===== config.mk =====
export PLATFORM = sky130hd
export DESIGN_NAME = fft_symbol_scheduler
export DESIGN_NICKNAME = d
export VERILOG_FILES = /design/src/rtl/fft_symbol_scheduler.sv
export SDC_FILE = /design/constraint.sdc
export NUM_CORES = 1
export LEC_CHECK = 0
export ABC_AREA = 1
export CAP_MARGIN = 20
export CORE_MARGIN = 3
export CORE_UTILIZATION = 55
export CTS_CLUSTER_SIZE = 8
export DETAILED_ROUTE_END_ITERATION = 6
export DONT_BUFFER_PORTS = 1
export PLACE_DENSITY = 0.7
export SLEW_MARGIN = 15
export SYNTH_ARGS = -nofsm -noshare
export SYNTH_HDL_FRONTEND = slang
export SYNTH_SLANG_ARGS = --single-unit

===== constraint.sdc =====
create_clock -name CLK -period 1.75 [get_ports CLK]
set_clock_uncertainty 0.15 [all_clocks]
set_input_delay 0.35 -clock CLK [delete_from_list [all_inputs] [get_ports CLK]]
set_output_delay 0.35 -clock CLK [all_outputs]
set_load 0.05 [all_outputs]

===== src/rtl/fft_symbol_scheduler.sv =====
`default_nettype none
// ============================================================================
// Module      : fft_symbol_scheduler
// Description : Ping-pong sample buffer writer and FFT start scheduler.
//               Optional macro FFT_SCHED_OVF_CNT_EN enables the Ovf_Count counter.
// Revision    : 1.0 - initial release
// ============================================================================
module fft_symbol_scheduler #(
    parameter int SYM_LEN   = 64,
    parameter int CNT_WIDTH = 8
) (
    input  logic                      CLK,
    input  logic                      RST_n,
    input  logic                      In_Strobe,
    input  logic                      Providing_Long,
    input  logic                      Providing_Stream,
    input  logic                      Frame_Abort,
    input  logic                      FFT_Ready,
    input  logic                      FFT_Done,
    output logic                      Buf_Wr_En,
    output logic [$clog2(SYM_LEN):0]  Buf_Wr_Addr,
    output logic                      FFT_Start,
    output logic                      FFT_Bank,
    output logic                      FFT_Is_Long,
    output logic [CNT_WIDTH-1:0]      Symbol_Count,
    output logic                      Overflow,
    output logic                      Short_Symbol,
    output logic [CNT_WIDTH-1:0]      Ovf_Count
);
    localparam int               IDX_W    = $clog2(SYM_LEN);
    localparam logic [IDX_W-1:0] IDX_LAST = IDX_W'(SYM_LEN - 1);

    typedef enum logic [1:0] {W_IDLE = 2'd0, W_FILL = 2'd1, W_DROP = 2'd2} wstate_t;
    typedef enum logic       {R_IDLE = 1'b0, R_BUSY = 1'b1} rstate_t;

    wstate_t              wstate_q, wstate_d;
    rstate_t              rstate_q, rstate_d;
    logic                 wr_bank_q, wr_bank_d;
    logic                 rd_bank_q, rd_bank_d;
    logic [IDX_W-1:0]     idx_q, idx_d;
    logic [1:0]           full_q, full_d;
    logic [1:0]           tag_q, tag_d;
    logic                 cur_tag_q, cur_tag_d;
    logic                 start_q, start_d;
    logic                 short_q, short_d;
    logic                 ovf_q, ovf_d;
    logic [CNT_WIDTH-1:0] sym_cnt_q, sym_cnt_d;

    logic accept;
    logic flags_low;
    logic free_evt;
    logic wr_bank_free;
    logic wr_en;

    assign accept       = In_Strobe & (Providing_Long | Providing_Stream);
    assign flags_low    = ~Providing_Long & ~Providing_Stream;
    assign free_evt     = (rstate_q == R_BUSY) & FFT_Done;
    // A bank released on this very edge is already usable by the writer.
    assign wr_bank_free = ~full_q[wr_bank_q] | (free_evt & (rd_bank_q == wr_bank_q));

    always_comb begin
        wstate_d  = wstate_q;
        rstate_d  = rstate_q;
        wr_bank_d = wr_bank_q;
        rd_bank_d = rd_bank_q;
        idx_d     = idx_q;
        full_d    = full_q;
        tag_d     = tag_q;
        cur_tag_d = cur_tag_q;
        start_d   = 1'b0;
        short_d   = 1'b0;
        ovf_d     = ovf_q;
        sym_cnt_d = sym_cnt_q;
        wr_en     = 1'b0;

        if (free_evt) begin
            full_d[rd_bank_q] = 1'b0;
            rd_bank_d         = ~rd_bank_q;
            rstate_d          = R_IDLE;
        end

        case (wstate_q)
            W_IDLE: begin
                if (accept) begin
                    idx_d = IDX_W'(1);
                    if (wr_bank_free) begin
                        wr_en     = 1'b1;
                        cur_tag_d = Providing_Long;
                        wstate_d  = W_FILL;
                    end else begin
                        ovf_d    = 1'b1;
                        wstate_d = W_DROP;
                    end
                end
            end
            W_FILL: begin
                if (accept) begin
                    wr_en = 1'b1;
                    if (idx_q == IDX_LAST) begin
                        full_d[wr_bank_q] = 1'b1;
                        tag_d[wr_bank_q]  = cur_tag_q;
                        wr_bank_d         = ~wr_bank_q;
                        idx_d             = '0;
                        wstate_d          = W_IDLE;
                        if (sym_cnt_q != '1)
                            sym_cnt_d = sym_cnt_q + 1'b1;
                    end else begin
                        idx_d = idx_q + 1'b1;
                    end
                end else if (flags_low) begin
                    short_d  = 1'b1;
                    idx_d    = '0;
                    wstate_d = W_IDLE;
                end
            end
            W_DROP: begin
                if (accept) begin
                    if (idx_q == IDX_LAST) begin
                        idx_d    = '0;
                        wstate_d = W_IDLE;
                    end else begin
                        idx_d = idx_q + 1'b1;
                    end
                end else if (flags_low) begin
                    idx_d    = '0;
                    wstate_d = W_IDLE;
                end
            end
            default: begin
                idx_d    = '0;
                wstate_d = W_IDLE;
            end
        endcase

        // Using full_d lets the start pulse land in the cycle right after completion.
        if ((rstate_q == R_IDLE) && full_d[rd_bank_q] && FFT_Ready) begin
            start_d  = 1'b1;
            rstate_d = R_BUSY;
        end

        if (Frame_Abort) begin
            wstate_d  = W_IDLE;
            rstate_d  = R_IDLE;
            wr_bank_d = 1'b0;
            rd_bank_d = 1'b0;
            idx_d     = '0;
            full_d    = '0;
            tag_d     = '0;
            cur_tag_d = 1'b0;
            start_d   = 1'b0;
            short_d   = 1'b0;
            ovf_d     = 1'b0;
            sym_cnt_d = '0;
            wr_en     = 1'b0;
        end
    end

    always_ff @(posedge CLK or negedge RST_n) begin
        if (!RST_n) begin
            wstate_q  <= W_IDLE;
            rstate_q  <= R_IDLE;
            wr_bank_q <= 1'b0;
            rd_bank_q <= 1'b0;
            idx_q     <= '0;
            full_q    <= '0;
            tag_q     <= '0;
            cur_tag_q <= 1'b0;
            start_q   <= 1'b0;
            short_q   <= 1'b0;
            ovf_q     <= 1'b0;
            sym_cnt_q <= '0;
        end else begin
            wstate_q  <= wstate_d;
            rstate_q  <= rstate_d;
            wr_bank_q <= wr_bank_d;
            rd_bank_q <= rd_bank_d;
            idx_q     <= idx_d;
            full_q    <= full_d;
            tag_q     <= tag_d;
            cur_tag_q <= cur_tag_d;
            start_q   <= start_d;
            short_q   <= short_d;
            ovf_q     <= ovf_d;
            sym_cnt_q <= sym_cnt_d;
        end
    end

`ifdef FFT_SCHED_OVF_CNT_EN
    logic [CNT_WIDTH-1:0] ovf_cnt_q, ovf_cnt_d;
    logic                 ovf_inc;

    assign ovf_inc = (wstate_q == W_IDLE) & accept & ~wr_bank_free;

    always_comb begin
        ovf_cnt_d = ovf_cnt_q;
        if (Frame_Abort)
            ovf_cnt_d = '0;
        else if (ovf_inc && (ovf_cnt_q != '1))
            ovf_cnt_d = ovf_cnt_q + 1'b1;
    end

    always_ff @(posedge CLK or negedge RST_n) begin
        if (!RST_n)
            ovf_cnt_q <= '0;
        else
            ovf_cnt_q <= ovf_cnt_d;
    end

    assign Ovf_Count = ovf_cnt_q;
`else
    assign Ovf_Count = '0;
`endif

    // Write enable is gated by reset so the port reads 0 throughout reset.
    assign Buf_Wr_En    = wr_en & RST_n;
    assign Buf_Wr_Addr  = {wr_bank_q, idx_q};
    assign FFT_Start    = start_q;
    assign FFT_Bank     = rd_bank_q;
    assign FFT_Is_Long  = tag_q[rd_bank_q];
    assign Symbol_Count = sym_cnt_q;
    assign Overflow     = ovf_q;
    assign Short_Symbol = short_q;

endmodule
`default_nettype wire


Word level (Yosys, flattened, before mapping):

Index checks and enable logic that the tools add are counted.

* $add $sub $neg: 2
* order comparisons: 4
* bitwise logic cells: 16
* reductions and logical operators: 20
* equality and inequality tests: 9
* multiplexer cells: 66

Operators with widths (number)
* 2-to-1 mux 8 bit: 5
* 2-to-1 mux 1 bit: 35
* 2-to-1 mux 2 bit: 15
* 2-to-1 mux 6 bit: 5
* nonzero test 2 bit: 7
* one-hot mux 6 bit (2 select lines): 1
* AND reduction 3 bit: 4
* adder 8 x 1 -> 8 bit (second input constant): 1
* inequality test 8 bit (second input constant): 1
* adder 6 x 1 -> 6 bit (second input constant): 1
* equality test 6 bit (second input constant): 1
* NOT 1 bit: 6
* bitwise AND 1 bit: 5
* logical AND 1 bit: 4
* < comparator 1 x 2 -> 1 bit (second input constant): 2
* inequality test 4 x 1 -> 1 bit (second input constant): 1
* inequality test 4 x 3 -> 1 bit (second input constant): 1
* one-hot mux 2 bit (2 select lines): 1
* AND reduction 4 bit: 1
* inequality test 3 bit (second input constant): 1
* nonzero test 3 bit: 1
* bitwise AND 2 bit: 1
* bitwise mux 2 bit: 1
* demux 1 bit (select 1 bit): 2
* 12 further kinds: 14

* flip-flop bits (word level): 27
* bits of input ports: 8

Logic depth before layout (Yosys ltp):

* word-level depth: 17
* depth in mapped cells: 11
* mapped depth without buffers: 11

Worst setup path before layout:

No wires, ideal clock.

* path type: register -> output
* start point: register rd_bank_q, in the netlist FFT_Bank
* end point: output port Buf_Wr_En
* setup slack: -0.706 ns
* data required time: 1.250 ns
* stages on the path, launching flop included: 7
* path buffers: 0
* arrival: 1.956 ns
* cells stage by stage: dfrtp_1 > nand3_1 > nand2_1 > nand2_1 > nand2_1 > nand3_1 > a21oi_1

* longest elaborated chain between the ends: 8

Ends and longest elaborated chain
* from (decl): RTL line 39 `logic rd_bank_q, rd_bank_d;`
* from (signal assigned): RTL line 176 `rd_bank_q <= rd_bank_d;`
* equality test 1 bit: RTL line 59 `assign wr_bank_free = ~full_q[wr_bank_q] | (free_evt & (rd_bank_q == wr_bank_q));`
* bitwise AND 1 bit: RTL line 59
* bitwise OR 1 bit: RTL line 59
* 2-to-1 mux 1 bit: RTL line 86 `if (wr_bank_free) begin`
* 2-to-1 mux 1 bit: RTL line 84 `if (accept) begin`
* one-hot mux 1 bit (2 select lines): RTL line 82 `case (wstate_q)`
* 2-to-1 mux 1 bit: RTL line 141 `if (Frame_Abort) begin`
* bitwise AND 1 bit: RTL line 215 `assign Buf_Wr_En = wr_en & RST_n;`
* to (decl): RTL line 20 `output logic Buf_Wr_En,`

No other way between the ends.

Worst setup path in the final report:

* start point: register rstate_q
* end point: output port Buf_Wr_En

* longest elaborated chain between the ends: 8

Ends and longest elaborated chain
* from (decl): RTL line 37 `rstate_t rstate_q, rstate_d;`
* from (signal assigned): RTL line 174 `rstate_q <= rstate_d;`
* bitwise AND 1 bit: RTL line 57 `assign free_evt = (rstate_q == R_BUSY) & FFT_Done;`
* bitwise AND 1 bit: RTL line 59
* bitwise OR 1 bit: RTL line 59
* 2-to-1 mux 1 bit: RTL line 86
* 2-to-1 mux 1 bit: RTL line 84
* one-hot mux 1 bit (2 select lines): RTL line 82
* 2-to-1 mux 1 bit: RTL line 141
* bitwise AND 1 bit: RTL line 215

No other way between the ends.

==> impl_metrics.tcl <==
set metrics [dict create \
    cpMaxStageDelayCell "dfrtp_1" \
    io_buffers 0 \
    root_buffer "clkbuf_4" \
    synth.area.top_cells "dfrtp_1, nand2_1, nand3_1" \
    violations "negative setup slack" \
    cts_inserted_buffers 3 \
    timing.rr.end "Symbol_Count[5]$_DFFE_PN0P_" \
    p_per_area_nw_per_um2 685 \
    setup_slack_ns -0.287 \
    clk_latency_ns 0.33 \
    syn_area_per_cell_um2 7.44 \
    die_x_um 60.2 \
    start_util 0.580 \
    crit_path_start_kind "flop" \
    ys.flop_type "dfrtp_1" \
    yosysTopAreaCellShare 0.419 \
    path_clk_slew_ns 0.16 \
    maxCapViolations 0 \
    async_flop_share 1.00 \
    power_leakage_nw 1.09 \
    outcome "complete, but fails checks" \
    fmax_ghz 0.491 \
    gp_congestion 0.905 \
    worstRegToRegCells 8 \
    worstPathRequired_ns 1.25 \
    fin_crit_sh 1.16 \
    timing.rr.start "wstate_q[1]$_DFFE_PN0P_" \
    coreArea_um2 2780 \
    post_drt_wl_per_cell_um 15.2 \
    yosysWarnings 0 \
    crit_top_cell "nand2_2" \
    antenna_found_initial 1 \
    critPathLaunch "rstate_q$_DFFE_PN0P_" \
    utilization 0.779 \
    grt_pass1_vias 1463 \
    placement_rows 19 \
    cp_top_family "flip-flops" \
    nNetsFinal 270 \
    hold_violations 0 \
    drc 0 \
    cp_cell_sequence "nand2_2 > o21ai_2 > nand2_1 > nand2_2 > nand3_4 > a21oi_4 > buf_12" \
    synth-seq-area-share 0.419 \
    holdPathStages 3 \
    cts_buffer_depth 2 \
    dp_slack_ns -0.0552 \
    pin_count 37 \
    drt-total-wl_um 4370 \
    irDropWorstVdd_mv 0.610 \
    h-tree-depth 1 \
    hold_path_class "primary input to flop" \
    die_y_um 60.2 \
    hp-start "Frame_Abort" \
    clkSinkCount 27 \
    grt_max_degree 28 \
    path_buf_inv 1 \
    vias 1598 \
    cp_max_fo 3 \
    dieArea_um2 3620 \
    cp-end-kind "output pin" \
    dpl.hpwl_um 2690 \
    synth_seq_cells 27 \
    synth_edf_count 0 \
    grt_pass1_wl_um 6180 \
    min_to "Symbol_Count[2]$_DFFE_PN0P_" \
    synthCells 217 \
    fin_crit_ns 2.04 \
    drt_iter0_drc 89 \
    antenna_cells 0 \
    layout-drive-gt1-share 0.340 \
    yosysMostFrequentCell "nand2_1" \
    arrival_ns 1.54 \
    reg2reg_slack_ns -0.05 \
    synth.largest_area_cell "dfrtp_1" \
    rsz0062_at_grt "yes" \
    finalSetupViolCount 9 \
    drv_slew 0 \
    vias_per_cell 5.57 \
    dr.pass1.iters 4 \
    ant_nets 0 \
    critPathKind "flop to output pin" \
    synth_cell_types 27 \
    slowest_delay_ns 0.42 \
    grt_util_all_layers 0.228 \
    syn_to_final_growth_pct 34.2 \
    syn_area_um2 1610 \
    grt_overflow 0 \
    tritoncts "done" \
    synth_commonest_cells "nand2_1, dfrtp_1, nand3_1, inv_1, nor2_1" \
]
==> per-layer routing <==
| metal | share of wire | global-route usage |
|---|---|---|
| met1 | 0.37 | 0.247 |
| met2 | 0.51 | 0.407 |
| met3 | 0.080 | 0.0626 |
| met4 | 0.033 | 0.104 |
| met5 | 0.0030 | 0 |
==> cell type report <==
type,count,area [µm²]
sequential,27,682
timing repair buffer,38,354
clock inverter,1,5.00
multi-input combinational,161,961
inverter,26,103
clock buffer,3,22.5
tap,31,38.8
fill,174,616
==> worst register-to-register path, stage by stage, from the launching register on <==
cell and delay [ns]:
dfrtp_1 0.43, inv_2 0.12, ha_4 0.17, inv_4 0.04
nor3_4 0.28, nand3_4 0.24, buf_6 0.19, nand3_2 0.04
nand2_1 0.05
==> layout by cell type (no fill, tap or decap), drive strengths merged <==
cell,n
dfrtp,27
a21o,1
nand3b,1
a21oi,7
conb,8
xor2,3
nand3,28
ha,5
o21ai,11
o31ai,1
clkinv,2
nor2,26
nor3,3
dlygate4sd3,5
nand4,2
nand2,63
xnor2,1
buf,33
inv,25
nor3b,1
clkbuf,3
==> sequential cells by signal, summed over array words and instances (netlist names) <==
signal,count
FFT_Start,1
FFT_Bank,1
Short_Symbol,1
tag_q,2
Overflow,1
cur_tag_q,1
idx_q,6
full_q,2
wstate_q,2
Symbol_Count,8
rstate_q,1
wr_bank_q,1
==> repair_timing <==
action,CTS,global route
endpoints found under the hold margin,33,0
hold buffers,6,0
pin swaps,3,15
resized for setup,6,47
cloned,0,1
buffers inserted,5,4
setup endpoints to repair,8,20
==> metrics by stage <==
step	hold WS (ns)	setup TNS, ns	power [mW]	cell area, µm²	instances
global placement	-0.0949	0	1.04	1830	267
floorplan	-0.0956	-0.0992	0.979	1680	224
detailed placement	-0.0950	-0.143	1.05	1830	267
global route	0.0114	-1.23	1.57	2170	287
finish	0.0261	-0.533	1.48	2170	287
CTS	0.00816	-0.306	1.37	1980	282
==> cell families after synthesis <==
logic type / Yosys count / share of synthesized area
simple gates: 123 / 0.342
buf+inv: 37 / 0.112
flops: 27 / 0.419
compound gates: 20 / 0.0651
fa+ha+maj: 5 / 0.0388
xor+xnor: 4 / 0.0217
other cells: 1 / 0.00232
==> report_power, final <==
group / internal [mW] / switching [mW]
logic: 0.176 / 0.344
clock network: 0.0859 / 0.199
registers: 0.653 / 0.0251
==> worst max path at each step <==
stage          cells after the start                    to  slack [ns]
2_1_floorplan                      6             Buf_Wr_En        -0.1
3_3_place_gp                      11  idx_q[3]$_DFFE_PN0P_        0.03
5_1_grt                            7             Buf_Wr_En       -0.38
4_1_cts                            7             Buf_Wr_En       -0.28
3_5_place_dp                      11  idx_q[3]$_DFFE_PN0P_       -0.06
6_report                           7             Buf_Wr_En       -0.29
(Power assumes the default switching activity.)
